$ cat src/rtl/serial_bus_pkg.sv
// ----------------------------------------------------------------------------
// serial_bus_pkg : shared states and line constants for the serial bus blocks
// Rev 1.0
// ----------------------------------------------------------------------------
`default_nettype none

package serial_bus_pkg;

  typedef enum logic [3:0] {
    ST_IDLE      = 4'd0,
    ST_ID        = 4'd1,
    ST_RW        = 4'd2,
    ST_ADDR      = 4'd3,
    ST_DATA      = 4'd4,
    ST_STOP      = 4'd5,
    ST_ACK       = 4'd6,
    ST_RD_GAP    = 4'd7,
    ST_RD_START  = 4'd8,
    ST_RD_DATA   = 4'd9,
    ST_RD_STOP   = 4'd10,
    ST_WAIT_HIGH = 4'd11
  } slave_state_t;

  localparam logic START_BIT  = 1'b0;
  localparam logic STOP_BIT   = 1'b1;
  localparam logic IDLE_LEVEL = 1'b1;

  localparam int ID_W = 2;

  localparam logic RW_WRITE = 1'b1;
  localparam logic RW_READ  = 1'b0;

endpackage

`default_nettype wire

$ cat src/rtl/serial_slave_if.sv
// ----------------------------------------------------------------------------
// serial_slave_if : serial line bundle between a bus master and a slave
// Rev 1.0
// ----------------------------------------------------------------------------
`default_nettype none

interface serial_slave_if;
  logic rx;
  logic tx;
  logic busy;
  logic frame_err;

  modport master (output rx, input tx, input busy, input frame_err);
  modport slave  (input rx, output tx, output busy, output frame_err);
endinterface

`default_nettype wire

$ cat src/rtl/serial_slave_regfile.sv
// ----------------------------------------------------------------------------
// serial_slave_regfile : 2^ADDR_W x DATA_W registers, sync write, comb read
// Rev 1.0
// ----------------------------------------------------------------------------
`default_nettype none

module serial_slave_regfile #(
  parameter int ADDR_W = 4,
  parameter int DATA_W = 8
) (
  input  wire logic              clk,
  input  wire logic              rst,
  input  wire logic              i_we,
  input  wire logic [ADDR_W-1:0] i_waddr,
  input  wire logic [DATA_W-1:0] i_wdata,
  input  wire logic [ADDR_W-1:0] i_raddr,
  output logic      [DATA_W-1:0] o_rdata
);

  localparam int DEPTH = 1 << ADDR_W;

  logic [DATA_W-1:0] r_mem [DEPTH];

  always_ff @(posedge clk or posedge rst) begin
    if (rst) begin
      for (int i = 0; i < DEPTH; i++) begin
        r_mem[i] <= '0;
      end
    end else if (i_we) begin
      r_mem[i_waddr] <= i_wdata;
    end
  end

  assign o_rdata = r_mem[i_raddr];

endmodule

`default_nettype wire

$ cat src/rtl/serial_slave.sv
// ----------------------------------------------------------------------------
// serial_slave : bit-serial frame decoder with register file, ACK and read reply
// Rev 1.0
// ----------------------------------------------------------------------------
`default_nettype none

module serial_slave
  import serial_bus_pkg::*;
#(
  parameter logic [ID_W-1:0] SLAVE_ID   = 2'b01,
  parameter int              ADDR_W     = 4,
  parameter int              DATA_W     = 8,
  parameter int              ACK_CYCLES = 4
) (
  input  wire logic    clk,
  input  wire logic    rst,
  serial_slave_if.slave bus
);

  localparam int MAX_A   = (ADDR_W > ID_W) ? ADDR_W : ID_W;
  localparam int MAX_B   = (DATA_W > ACK_CYCLES) ? DATA_W : ACK_CYCLES;
  localparam int MAX_LEN = (MAX_A > MAX_B) ? MAX_A : MAX_B;
  localparam int CNT_W   = $clog2(MAX_LEN + 1);

  slave_state_t      r_state;
  slave_state_t      w_next;
  logic [CNT_W-1:0]  r_cnt;
  logic [CNT_W-1:0]  w_len;
  logic              w_last;
  logic [ID_W-1:0]   r_id;
  logic              r_rw;
  logic [ADDR_W-1:0] r_addr;
  logic [DATA_W-1:0] r_wdata;
  logic [DATA_W-1:0] r_rdata;
  logic [DATA_W-1:0] w_mem_rdata;
  logic              w_id_match;
  logic              w_we;
  logic              w_ferr;
  logic              w_tx;
  logic              r_tx;
  logic              r_ferr;

  assign w_id_match = (r_id == SLAVE_ID);

  always_ff @(posedge clk or posedge rst) begin
    if (rst) begin
      r_state <= ST_IDLE;
    end else begin
      r_state <= w_next;
    end
  end

  always_comb begin
    w_next = r_state;
    w_len  = CNT_W'(1);
    w_we   = 1'b0;
    w_ferr = 1'b0;
    w_tx   = IDLE_LEVEL;

    case (r_state)
      ST_ID:      w_len = CNT_W'(ID_W);
      ST_ADDR:    w_len = CNT_W'(ADDR_W);
      ST_DATA:    w_len = CNT_W'(DATA_W);
      ST_ACK:     w_len = CNT_W'(ACK_CYCLES);
      ST_RD_DATA: w_len = CNT_W'(DATA_W);
      default:    w_len = CNT_W'(1);
    endcase
    w_last = (r_cnt == (w_len - 1'b1));

    case (r_state)
      ST_IDLE: if (bus.rx == START_BIT) w_next = ST_ID;
      ST_ID:   if (w_last) w_next = ST_RW;
      ST_RW:   w_next = ST_ADDR;
      ST_ADDR: if (w_last) w_next = (r_rw == RW_WRITE) ? ST_DATA : ST_STOP;
      ST_DATA: if (w_last) w_next = ST_STOP;
      ST_STOP: begin
        if (bus.rx != STOP_BIT) begin
          w_ferr = 1'b1;
          w_next = ST_WAIT_HIGH;
        end else if (w_id_match) begin
          w_we   = (r_rw == RW_WRITE);
          w_next = ST_ACK;
        end else begin
          w_next = ST_IDLE;
        end
      end
      ST_ACK: begin
        w_tx = 1'b0;
        if (w_last) w_next = (r_rw == RW_WRITE) ? ST_IDLE : ST_RD_GAP;
      end
      ST_RD_GAP:   w_next = ST_RD_START;
      ST_RD_START: begin
        w_tx   = 1'b0;
        w_next = ST_RD_DATA;
      end
      ST_RD_DATA: begin
        w_tx = r_rdata[DATA_W-1];
        if (w_last) w_next = ST_RD_STOP;
      end
      ST_RD_STOP:   w_next = ST_IDLE;
      ST_WAIT_HIGH: if (bus.rx == IDLE_LEVEL) w_next = ST_IDLE;
      default:      w_next = ST_IDLE;
    endcase
  end

  // Field shifting, response latch and registered line outputs.
  always_ff @(posedge clk or posedge rst) begin
    if (rst) begin
      r_cnt   <= '0;
      r_id    <= '0;
      r_rw    <= RW_READ;
      r_addr  <= '0;
      r_wdata <= '0;
      r_rdata <= '0;
      r_tx    <= IDLE_LEVEL;
      r_ferr  <= 1'b0;
    end else begin
      r_cnt  <= (w_next != r_state) ? '0 : r_cnt + 1'b1;
      r_tx   <= w_tx;
      r_ferr <= w_ferr;
      case (r_state)
        ST_ID:      r_id    <= {r_id[ID_W-2:0], bus.rx};
        ST_RW:      r_rw    <= bus.rx;
        ST_ADDR:    r_addr  <= {r_addr[ADDR_W-2:0], bus.rx};
        ST_DATA:    r_wdata <= {r_wdata[DATA_W-2:0], bus.rx};
        ST_STOP:    r_rdata <= w_mem_rdata;
        ST_RD_DATA: r_rdata <= {r_rdata[DATA_W-2:0], 1'b0};
        default:    ;
      endcase
    end
  end

  serial_slave_regfile #(
    .ADDR_W (ADDR_W),
    .DATA_W (DATA_W)
  ) u_regfile (
    .clk     (clk),
    .rst     (rst),
    .i_we    (w_we),
    .i_waddr (r_addr),
    .i_wdata (r_wdata),
    .i_raddr (r_addr),
    .o_rdata (w_mem_rdata)
  );

  assign bus.tx        = r_tx;
  assign bus.frame_err = r_ferr;
  assign bus.busy      = (r_state != ST_IDLE);

endmodule

`default_nettype wire

$ cat src/flat_wrapper.sv
// flat-port wrapper written by rule: the top's interface ports become plain ports
module serial_slave_flat import serial_bus_pkg::*;
#(
  parameter logic [ID_W-1:0] SLAVE_ID   = 2'b01,
  parameter int              ADDR_W     = 4,
  parameter int              DATA_W     = 8,
  parameter int              ACK_CYCLES = 4
)
  (clk, rst, bus_rx, bus_tx, bus_busy, bus_frame_err);
  serial_slave_if bus_i ();
  input  wire logic clk;
  input  wire logic rst;
  input wire logic [$bits(bus_i.rx)-1:0] bus_rx;
  output wire logic [$bits(bus_i.tx)-1:0] bus_tx;
  output wire logic [$bits(bus_i.busy)-1:0] bus_busy;
  output wire logic [$bits(bus_i.frame_err)-1:0] bus_frame_err;
  assign bus_i.rx = bus_rx;
  assign bus_tx = bus_i.tx;
  assign bus_busy = bus_i.busy;
  assign bus_frame_err = bus_i.frame_err;
  serial_slave #(.SLAVE_ID(SLAVE_ID), .ADDR_W(ADDR_W), .DATA_W(DATA_W), .ACK_CYCLES(ACK_CYCLES)) u_core (.clk(clk), .rst(rst), .bus(bus_i));
endmodule
$ cat config.mk
export PLATFORM = sky130hd
export DESIGN_NAME = serial_slave_flat
export DESIGN_NICKNAME = d
export VERILOG_FILES = /design/src/rtl/serial_bus_pkg.sv /design/src/rtl/serial_slave_if.sv /design/src/rtl/serial_slave_regfile.sv /design/src/rtl/serial_slave.sv /design/src/flat_wrapper.sv
export SDC_FILE = /design/constraint.sdc
export NUM_CORES = 1
export LEC_CHECK = 0
export CELL_PAD_IN_SITES_DETAIL_PLACEMENT = 0
export CELL_PAD_IN_SITES_GLOBAL_PLACEMENT = 1
export CORE_ASPECT_RATIO = 1.25
export CORE_MARGIN = 5
export CORE_UTILIZATION = 48
export DETAILED_ROUTE_END_ITERATION = 16
export PLACE_DENSITY_LB_ADDON = 0.1
export SETUP_SLACK_MARGIN = 0.3
export SYNTH_ARGS = -nofsm -noshare
export SYNTH_HDL_FRONTEND = slang
export SYNTH_HIERARCHICAL = 1
export SYNTH_SLANG_ARGS = --single-unit
$ cat constraint.sdc
create_clock -name clk -period 3.9 [get_ports clk]
set_clock_uncertainty 0.2 [all_clocks]
set_input_delay 0.39 -clock clk [delete_from_list [all_inputs] [get_ports clk]]
set_output_delay 0.39 -clock clk [all_outputs]
set_load 0.01 [all_outputs]
Yosys cells after proc, flatten, opt, wreduce, memory -nomap -nowiden
Cells that the tools add are included.
{ "op_classes": {"n_addsub": 2, "n_lt_le_gt_ge": 2, "eq_ne": 13, "muxes": 27, "bitwise": 1, "reduce_logical": 7} }
{ "op_table": {"columns": ["op", "count"], "rows": [
  ["128-bit bitwise mux", 1],
  ["4-bit one-hot mux with 11 select lines", 1],
  ["4-bit 2-to-1 mux", 9],
  ["8-bit binary-select mux with 4-bit select", 1],
  ["8-bit demux with 4-bit select", 1],
  ["8-bit 2-to-1 mux", 3],
  ["4-bit by 3-bit == test with 1-bit output, second input constant", 4],
  ["8-bit one-hot mux with 2 select lines", 1],
  ["4-bit == test, second input constant", 3],
  ["4-bit one-hot mux with 3 select lines", 1],
  ["4-bit by 2-bit == test with 1-bit output, second input constant", 2],
  ["1-bit 2-to-1 mux", 6],
  ["3-bit 2-to-1 mux", 2],
  ["2-bit OR reduction", 3],
  ["5-bit >= comparator, second input constant", 1],
  ["5-bit by 1-bit less-than comparator with 1-bit output, second input constant", 1],
  ["4-bit inverter with 5-bit output", 1],
  ["4-bit by 1-bit adder with 4-bit output, second input constant", 1],
  ["4-bit by 1-bit == test with 1-bit output, second input constant", 1],
  ["4-bit == test", 1],
  ["4-bit zero test", 1],
  ["4-bit inequality test", 1],
  ["4-bit nonzero test", 1],
  ["4-bit by 1-bit subtractor with 4-bit output, second input constant", 1],
  ["other kinds (4)", 4]
]} }
{ "word_totals": {"register_bits": 161, "inputBits": 3, "output_inout_bits": 3} }

Depth between registers and ports, before layout
Gate-level depths: netlist (run 1).
{ "depth": {"depth_word": 9, "mapped_depth": 9} }

Cells and area by module
The synthesis (run 1) kept the hierarchy.
{ "modules_own_cells": {"columns": ["mod", "instances", "cells_per_inst", "area_per_inst_um2", "seq_area_each_um2"], "rows": [
  ["serial_slave_regfile", 1, 369, 5953.2, 3203.1],
  ["serial_slave", 1, 181, 1881.8, 827.0]
]} }

Worst setup path before layout (run 1)
Ideal clock, no wire load.
{ "synth_path": {"path_type": "register to register", "from": "register u_core.r_state[3]", "to": "register u_core/u_regfile/r_mem[120] in the netlist's numbering", "setup_time_ps": 125, "t_arrival_ps": 2229, "setup_slack_ps": 1345, "path_stages_with_launch": 9, "synth_period_minus_slack_ps": 2555, "path_cell_list": "dfrtp_1 -> buf_2 -> and4bb_2 -> and4b_1 -> and2_1 -> nand2b_1 -> or4_1 -> buf_4 -> mux2_4"} }
{ "synth_between": {"elab_chain_len": 2} }
{ "synth_lines": {"columns": ["element", "line_no", "source"], "rows": [
  ["from (decl)", "serial_slave.sv:25", "slave_state_t r_state;"],
  ["from (signal assigned)", "serial_slave.sv:49", "r_state <= w_next;"],
  ["4-bit by 3-bit == test with 1-bit output", "serial_slave.sv:70", "case (r_state)"],
  ["1-bit 2-to-1 mux", "serial_slave.sv:70", null],
  ["net u_core.w_we", "serial_slave.sv:37", "logic w_we;"],
  ["to (signal, indexed assignment)", "serial_slave_regfile.sv:30", "r_mem[i_waddr] <= i_wdata;"],
  ["to (decl)", "serial_slave_regfile.sv:22", "logic [DATA_W-1:0] r_mem [DEPTH];"]
]} }
The timed path passes the listed nets, and every way through them passes these cells.
A chain may end at the register's enable or synchronous reset.

Worst setup path in the final report (run 1)
{ "layout_path": {"from": "register u_core.r_state[2]", "to": "register u_core/u_regfile/r_mem[113] in the netlist's numbering"} }
Same word-level chain as after synthesis.

==> reports/qor.csv, run 1 <==
stage;metric;value;unit
finish;syn_to_final_growth;9.63;%
yosys;ys.flop_type;dfrtp_1;
detailed_routing;viasPerCell;5.90;
yosys;synthTopCellsByCount;dfrtp_1, mux2_2, mux4_2;
die;fp.dieH;153;µm
sta;maxSlewHeadroom;0.367;
global_route;grt_pass1_wl;28000;µm
critical_path;start_kind;flop;
min_path;hold_class;in2async;
placed_design;gp_congestion;0.782;
finish;regArea;0.00403;mm²
clock_network;cts_inserted_buffers;17;
global_route;antenna_found_initial;0;
yosys;synth-async-reset-ratio;1.00;
power_and_ir_drop;leakage;3.95;nW
placed_design;port-buffer-count;5;
global_route;track_usage;0.192;
finish;fillers;1423;
yosys;synth_top_cell_by_area;dfrtp_1;
clock_network;htreeDepth;4;
critical_path;critical_path_class;reg2reg;
finish;multi_input_area;0.00358;mm²
yosys;synth_area_leaders;dfrtp_1, mux2_2, mux4_2, mux2_4, a22oi_1;
detailed_routing;dr.pass1.iters;4;
finish;antennaDiodeCount;0;
yosys;syn_area_per_cell;14.2;µm²
power_and_ir_drop;cellPowerDensity;556;mW/mm²
clock_network;cts_max_path_buffers;2;
sta;period_minus_slack;3.40;ns
clock_network;cts-root-buf;clkbuf_16;
global_route;grt.met1_usage;0.261;
clock_network;clk_latency;0.42;ns
detailed_routing;ant_nets;0;
clock_network;cts_setup_buffers;0;
global_route;grt_overflow;0;
detailed_routing;drc;0;
yosys;synthDominantCellAreaShare;0.511;
clock_network;ctsHoldBuffers;0;
finish;nets;548;
critical_path;path_max_fanout;18;
critical_path;cp.required;4.01;ns
global_route;use_met2;0.309;
clock_network;cts-resized-gates;0;
sta;tightest_slew;0.950;ns
sta;fmax;0.294;GHz
sta;hold_viol;0;
clock_network;cts_tree;done;
finish;fin_cells;772;
sta;setup_violations;0;
die;die_w;124;µm
die;initial_core_util;0.486;
die;rows;52;
detailed_routing;totalWireLength;17300;µm
clock_network;clk_pin_slew_worst_paths;0.06;ns
yosys;yosysSeqAreaShare;0.514;
yosys;yosysMostFrequentCell;dfrtp_1;
placed_design;dp.cells;741;
yosys;syn_area;0.00784;mm²
detailed_routing;wire_per_inst;22.4;µm
finish;layout-drive-gt1-share;0.433;
yosys;synth-seq-cells;161;
die;core;0.0161;mm²
global_route;grt.busiest_layer;met2;
die;dieArea;0.0190;mm²
sta;finalSetupTns;0;ns
placed_design;dp_hpwl;11100;µm
yosys;synth_fp_nets;554;
global_route;grt_max_degree;129;
power_and_ir_drop;peakVddDrop;0.000275;V
sta;rsz0062_at_grt;no;
yosys;synth_edf_count;0;
sta;finalCritPeriodShare;0.871;
yosys;synthCells;550;
status;status;finished, final reports clean;
die;io_pins;6;
sta;drv_slew;0;
flow_run;max-cap-violations;0;
detailed_routing;drtIter0Drc;362;
critical_path;crit_arrival;3.51;ns
global_route;grt_use_met3;0.0370;
critical_path;crit_path_end_kind;flop;
yosys;synth.yosys.warnings;6;
clock_network;cts.sinks;161;
detailed_routing;dr_total_vias;4552;
global_route;grt_pass1_vias;4844;
yosys;ys_types;64;
[logic make-up after synthesis]
family,after synthesis,share of synthesized area
multiplexers,183,0.316
flip-flops,161,0.514
AND/OR/NAND/NOR,92,0.0775
AO/OA/AOI/OAI,62,0.0588
buffers and inverters,48,0.0289
XOR/XNOR,3,0.00335
adder cells (fa/ha/maj),1,0.00160
[report_power, final]
part | internal [mW] | switching (mW)
logic | 0.541 | 0.610
clock network | 0.865 | 0.644
registers | 1.76 | 0.352
total | 3.17 | 1.61
[cells in the final DEF (no fill, tap or decap), drive strengths merged, types with 2 or more instances in the layout]
cell type / Yosys / layout
a211oi: 4 / 4
a21oi: 10 / 10
a22oi: 16 / 16
a31oi: 3 / 3
and2: 3 / 3
and3: 3 / 3
and4bb: 3 / 3
buf: 26 / 12
clkbuf: 16 / 20
clkdlybuf4s50: 0 / 5
clkinv: 0 / 5
clkinvlp: 0 / 6
dfrtp: 160 / 160
inv: 6 / 5
mux2: 144 / 144
mux2i: 7 / 7
mux4: 32 / 32
nand2: 25 / 25
nand2b: 6 / 6
nand3: 3 / 3
nand3b: 3 / 3
nand4bb: 2 / 2
nor2: 13 / 13
nor2b: 7 / 7
nor3: 6 / 6
nor3b: 4 / 4
nor4b: 3 / 3
o21ai: 14 / 14
o221ai: 2 / 2
o22ai: 2 / 2
o41a: 2 / 2
or4: 3 / 3
xnor2: 2 / 2
[critical path: stages, from the launching register on]
cell and delay [ns]:
dfrtp_1 0.64, and4bb_2 0.53, and4b_1 0.27, and2_1 0.29, nand2_2 0.16, or4_1 0.78
mux2_4 0.40
[metrics by stage]
| stage | worst slack [ns] | util | cell area [µm²] | total power, mW | hold WS (ns) |
|---|---|---|---|---|---|
| floorplan | 1.35 | - | 7840 | 2.99 | 0.249 |
| global placement | 0.622 | 0.500 | 8060 | 3.28 | 0.269 |
| detailed placement | 0.505 | 0.500 | 8060 | 3.30 | 0.275 |
| CTS | 0.495 | 0.532 | 8590 | 4.83 | 0.257 |
| global route | 0.372 | 0.532 | 8590 | 5.02 | 0.301 |
| finish | 0.501 | 0.532 | 8590 | 4.77 | 0.245 |
[flip-flops by register name, summed over array words and instances, names as in the netlist]
name                    flops
u_core/r_addr               4
u_core/r_cnt                4
u_core/u_regfile/r_mem    128
u_core/r_wdata              8
u_core/bus.tx               1
u_core/bus.frame_err        1
u_core/r_state              4
u_core/r_id                 2
u_core/r_rw                 1
u_core/r_rdata              8
[final timing paths]
check	from	to	slack (ns)	cells past startpoint
worst min-delay path	rst	u_core/r_state[0]$_DFF_PP0_	0.25	3
worst max register to register	u_core/r_state[2]$_DFF_PP0_	u_core/u_regfile/r_mem[113]$_DFFE_PP0P_	0.50	6
worst min register to register	u_core/r_rdata[3]$_DFFE_PP0P_	u_core/r_rdata[4]$_DFFE_PP0P_	0.29	2
max in group asynchronous	rst	u_core/u_regfile/r_mem[46]$_DFFE_PP0P_	2.62	3
worst max-delay path	u_core/r_state[2]$_DFF_PP0_	u_core/u_regfile/r_mem[113]$_DFFE_PP0P_	0.50	6
min in group clk	u_core/r_rdata[3]$_DFFE_PP0P_	u_core/r_rdata[4]$_DFFE_PP0P_	0.29	2
[metal layers]
layer	routed length, µm	part of all wire
met1	7900	0.46
met5	0	0
met3	481	0.028
met2	8580	0.50
met4	336	0.019
[cell type report]
type                            instances  share of cell area
Inverter                                6             0.00306
Timing Repair Buffer                   17              0.0178
Multi-Input combinational cell        341               0.417
Sequential cell                       161               0.469
Tap cell                              216              0.0315
Clock inverter                         11              0.0108
Clock buffer                           20              0.0508
(Power assumes the default switching activity.)
==> inputs of run 2 (changes only) <==
Settings changed: MAX_ROUTING_LAYER set to met4.
==> run 2 against run 1 <==
- clock power about the same
- via count increased by 0.22%
- routed wire length decreased by 0.12%
- fmax decreased by 0.24%
- cell area unchanged
- power about the same
- first-iteration DRC count increased by 14%
- critical path depth unchanged
- non-clock buffer count unchanged
- core utilization unchanged
- worst setup slack got worse by 0.0082 ns
- critical path type unchanged
- largest cell class unchanged
==> reports/qor.csv, run 2 (synthesized netlist as in run 1, its figures left out) <==
stage;metric;value;unit;change
sta;rsz0062_at_grt;no;;unchanged
sta;finalCritPeriodShare;0.874;;was 0.871
status;status;finished, final reports clean;;unchanged
placed_design;port-buffer-count;5;;unchanged
global_route;antenna_found_initial;0;;unchanged
die;fp.dieH;153;µm;unchanged
die;io_pins;6;;unchanged
sta;finalSetupTns;0;ns;unchanged
critical_path;cp.required;4.00;ns;was 4.01 ns
clock_network;clk_pin_slew_worst_paths;0.06;ns;about the same
clock_network;cts.sinks;161;;unchanged
finish;nets;548;;unchanged
global_route;grt_pass1_wl;28100;µm;was 28000 µm
sta;fmax;0.294;GHz;about the same
detailed_routing;dr_total_vias;4562;;was 4552
sta;maxSlewHeadroom;0.380;;was 0.367
finish;largest_reg_flops;128;;unchanged
finish;antennaDiodeCount;0;;unchanged
detailed_routing;viasPerCell;5.91;;was 5.90
power_and_ir_drop;total_power;4.77;mW;about the same
die;die_w;124;µm;unchanged
sta;period_minus_slack;3.41;ns;was 3.40 ns
clock_network;cts_setup_buffers;0;;unchanged
finish;syn_to_final_growth;9.63;%;unchanged
clock_network;cts-root-buf;clkbuf_16;;unchanged
global_route;grt_overflow;0;;unchanged
detailed_routing;drc;0;;unchanged
sta;tightest_slew;0.930;ns;was 0.950 ns
clock_network;cts_tree;done;;unchanged
critical_path;cp-startpoint;u_core/r_state[2]$_DFF_PP0_;;unchanged
finish;layout-drive-gt1-share;0.433;;unchanged
critical_path;start_kind;flop;;unchanged
detailed_routing;drtIter0Drc;414;;was 362
clock_network;cts-resized-gates;0;;unchanged
finish;layout_common_cells;dfrtp_1, mux2_2, mux4_2;;unchanged
finish;layout_commonest_cell;dfrtp_1;;unchanged
die;core;0.0161;mm²;unchanged
power_and_ir_drop;cellPowerDensity;555;mW/mm²;was 556 mW/mm²
global_route;grt_max_degree;129;;unchanged
critical_path;rr_startpoint;u_core/r_state[2]$_DFF_PP0_;;unchanged
sta;drv_slew;0;;unchanged
clock_network;clk_latency;0.42;ns;about the same
detailed_routing;totalWireLength;17300;µm;about the same
power_and_ir_drop;leakage;3.95;nW;unchanged
clock_network;cts_max_path_buffers;2;;unchanged
sta;hold_slack;0.250;ns;was 0.245 ns
critical_path;crit_arrival;3.51;ns;about the same
clock_network;ctsHoldBuffers;0;;unchanged
die;initial_core_util;0.486;;unchanged
detailed_routing;wire_per_inst;22.4;µm;about the same
placed_design;gp_congestion;0.793;;was 0.782
clock_network;htreeDepth;4;;unchanged
finish;regMostFlops;u_core/u_regfile/r_mem;;unchanged
critical_path;critical_path_class;reg2reg;;unchanged
die;dieArea;0.0190;mm²;unchanged
power_and_ir_drop;peakVddDrop;0.000269;V;was 0.000275 V
detailed_routing;dr.pass1.iters;4;;unchanged
sta;fin_ws;0.493;ns;was 0.501 ns
placed_design;pre_cts_ws;0.505;ns;unchanged
placed_design;dp_hpwl;11100;µm;unchanged
die;rows;52;;unchanged
clock_network;cts_inserted_buffers;17;;unchanged
critical_path;crit_path_end_kind;flop;;unchanged
sta;setup_violations;0;;unchanged
detailed_routing;ant_nets;0;;unchanged
finish;reg_top3;u_core/u_regfile/r_mem x128, u_core/r_rdata x8, u_core/r_wdata x8;;unchanged
sta;hold_viol;0;;unchanged
critical_path;path_max_fanout;18;;unchanged
global_route;grt_pass1_vias;4829;;was 4844
flow_run;max-cap-violations;0;;unchanged
global_route;track_usage;0.198;;was 0.192
min_path;hold_class;in2async;;unchanged
## run 2: cell counts in the layout (fill, tap and decap cells not counted)
No cell type changed its count.
## run 2: critical path: stages, from the launching register on
cell and delay (ns):
dfrtp_1 0.66, and4bb_2 0.53, and4b_1 0.27, and2_1 0.29
nand2_2 0.16, or4_1 0.78, mux2_4 0.40
## run 2: per-layer routing
layer | vias up | share of wire | track usage
met3 | 21 | 0.027 | 0.0380
met4 | 0 | 0.020 | 0.0648
met5 | - | 0 | -
li1 | 2032 | - | -
met1 | 2445 | 0.45 | 0.262
met2 | 64 | 0.50 | 0.309
## run 2: path summary, 6_finish.rpt
kind / cells past startpoint / slack, ns / endpoint
worst max-delay path: 6 / 0.49 / u_core/u_regfile/r_mem[113]$_DFFE_PP0P_
worst min-delay path: 3 / 0.25 / u_core/r_state[0]$_DFF_PP0_
worst max register to register: 6 / 0.49 / u_core/u_regfile/r_mem[113]$_DFFE_PP0P_
worst min register to register: 2 / 0.29 / u_core/r_rdata[4]$_DFFE_PP0P_
max in group asynchronous: 3 / 2.62 / u_core/u_regfile/r_mem[24]$_DFFE_PP0P_
min in group clk: 2 / 0.29 / u_core/r_rdata[4]$_DFFE_PP0P_
## run 2: cell type report
class,instances,area (µm²)
repair buffers,17,153
fillers,1423,7550
inverters,6,26.3
clock buffers,20,437
flip-flops and latches,161,4030
multi-input cells,341,3580
clock inverters,11,92.6
well taps,216,270
## run 2: per-stage QoR
step,area [µm²],std cells,util
3_5_place_dp,8060,741,0.500
3_3_place_gp,8060,741,0.500
2_1_floorplan,7840,550,-
5_1_grt,8590,772,0.532
6_report,8590,772,0.532
4_1_cts,8590,772,0.532
## run 2: power by group
part	internal, mW	switching, mW	leakage [nW]
Combinational	0.541	0.609	1.48
Sequential	1.76	0.350	2.22
Clock	0.866	0.643	0.247
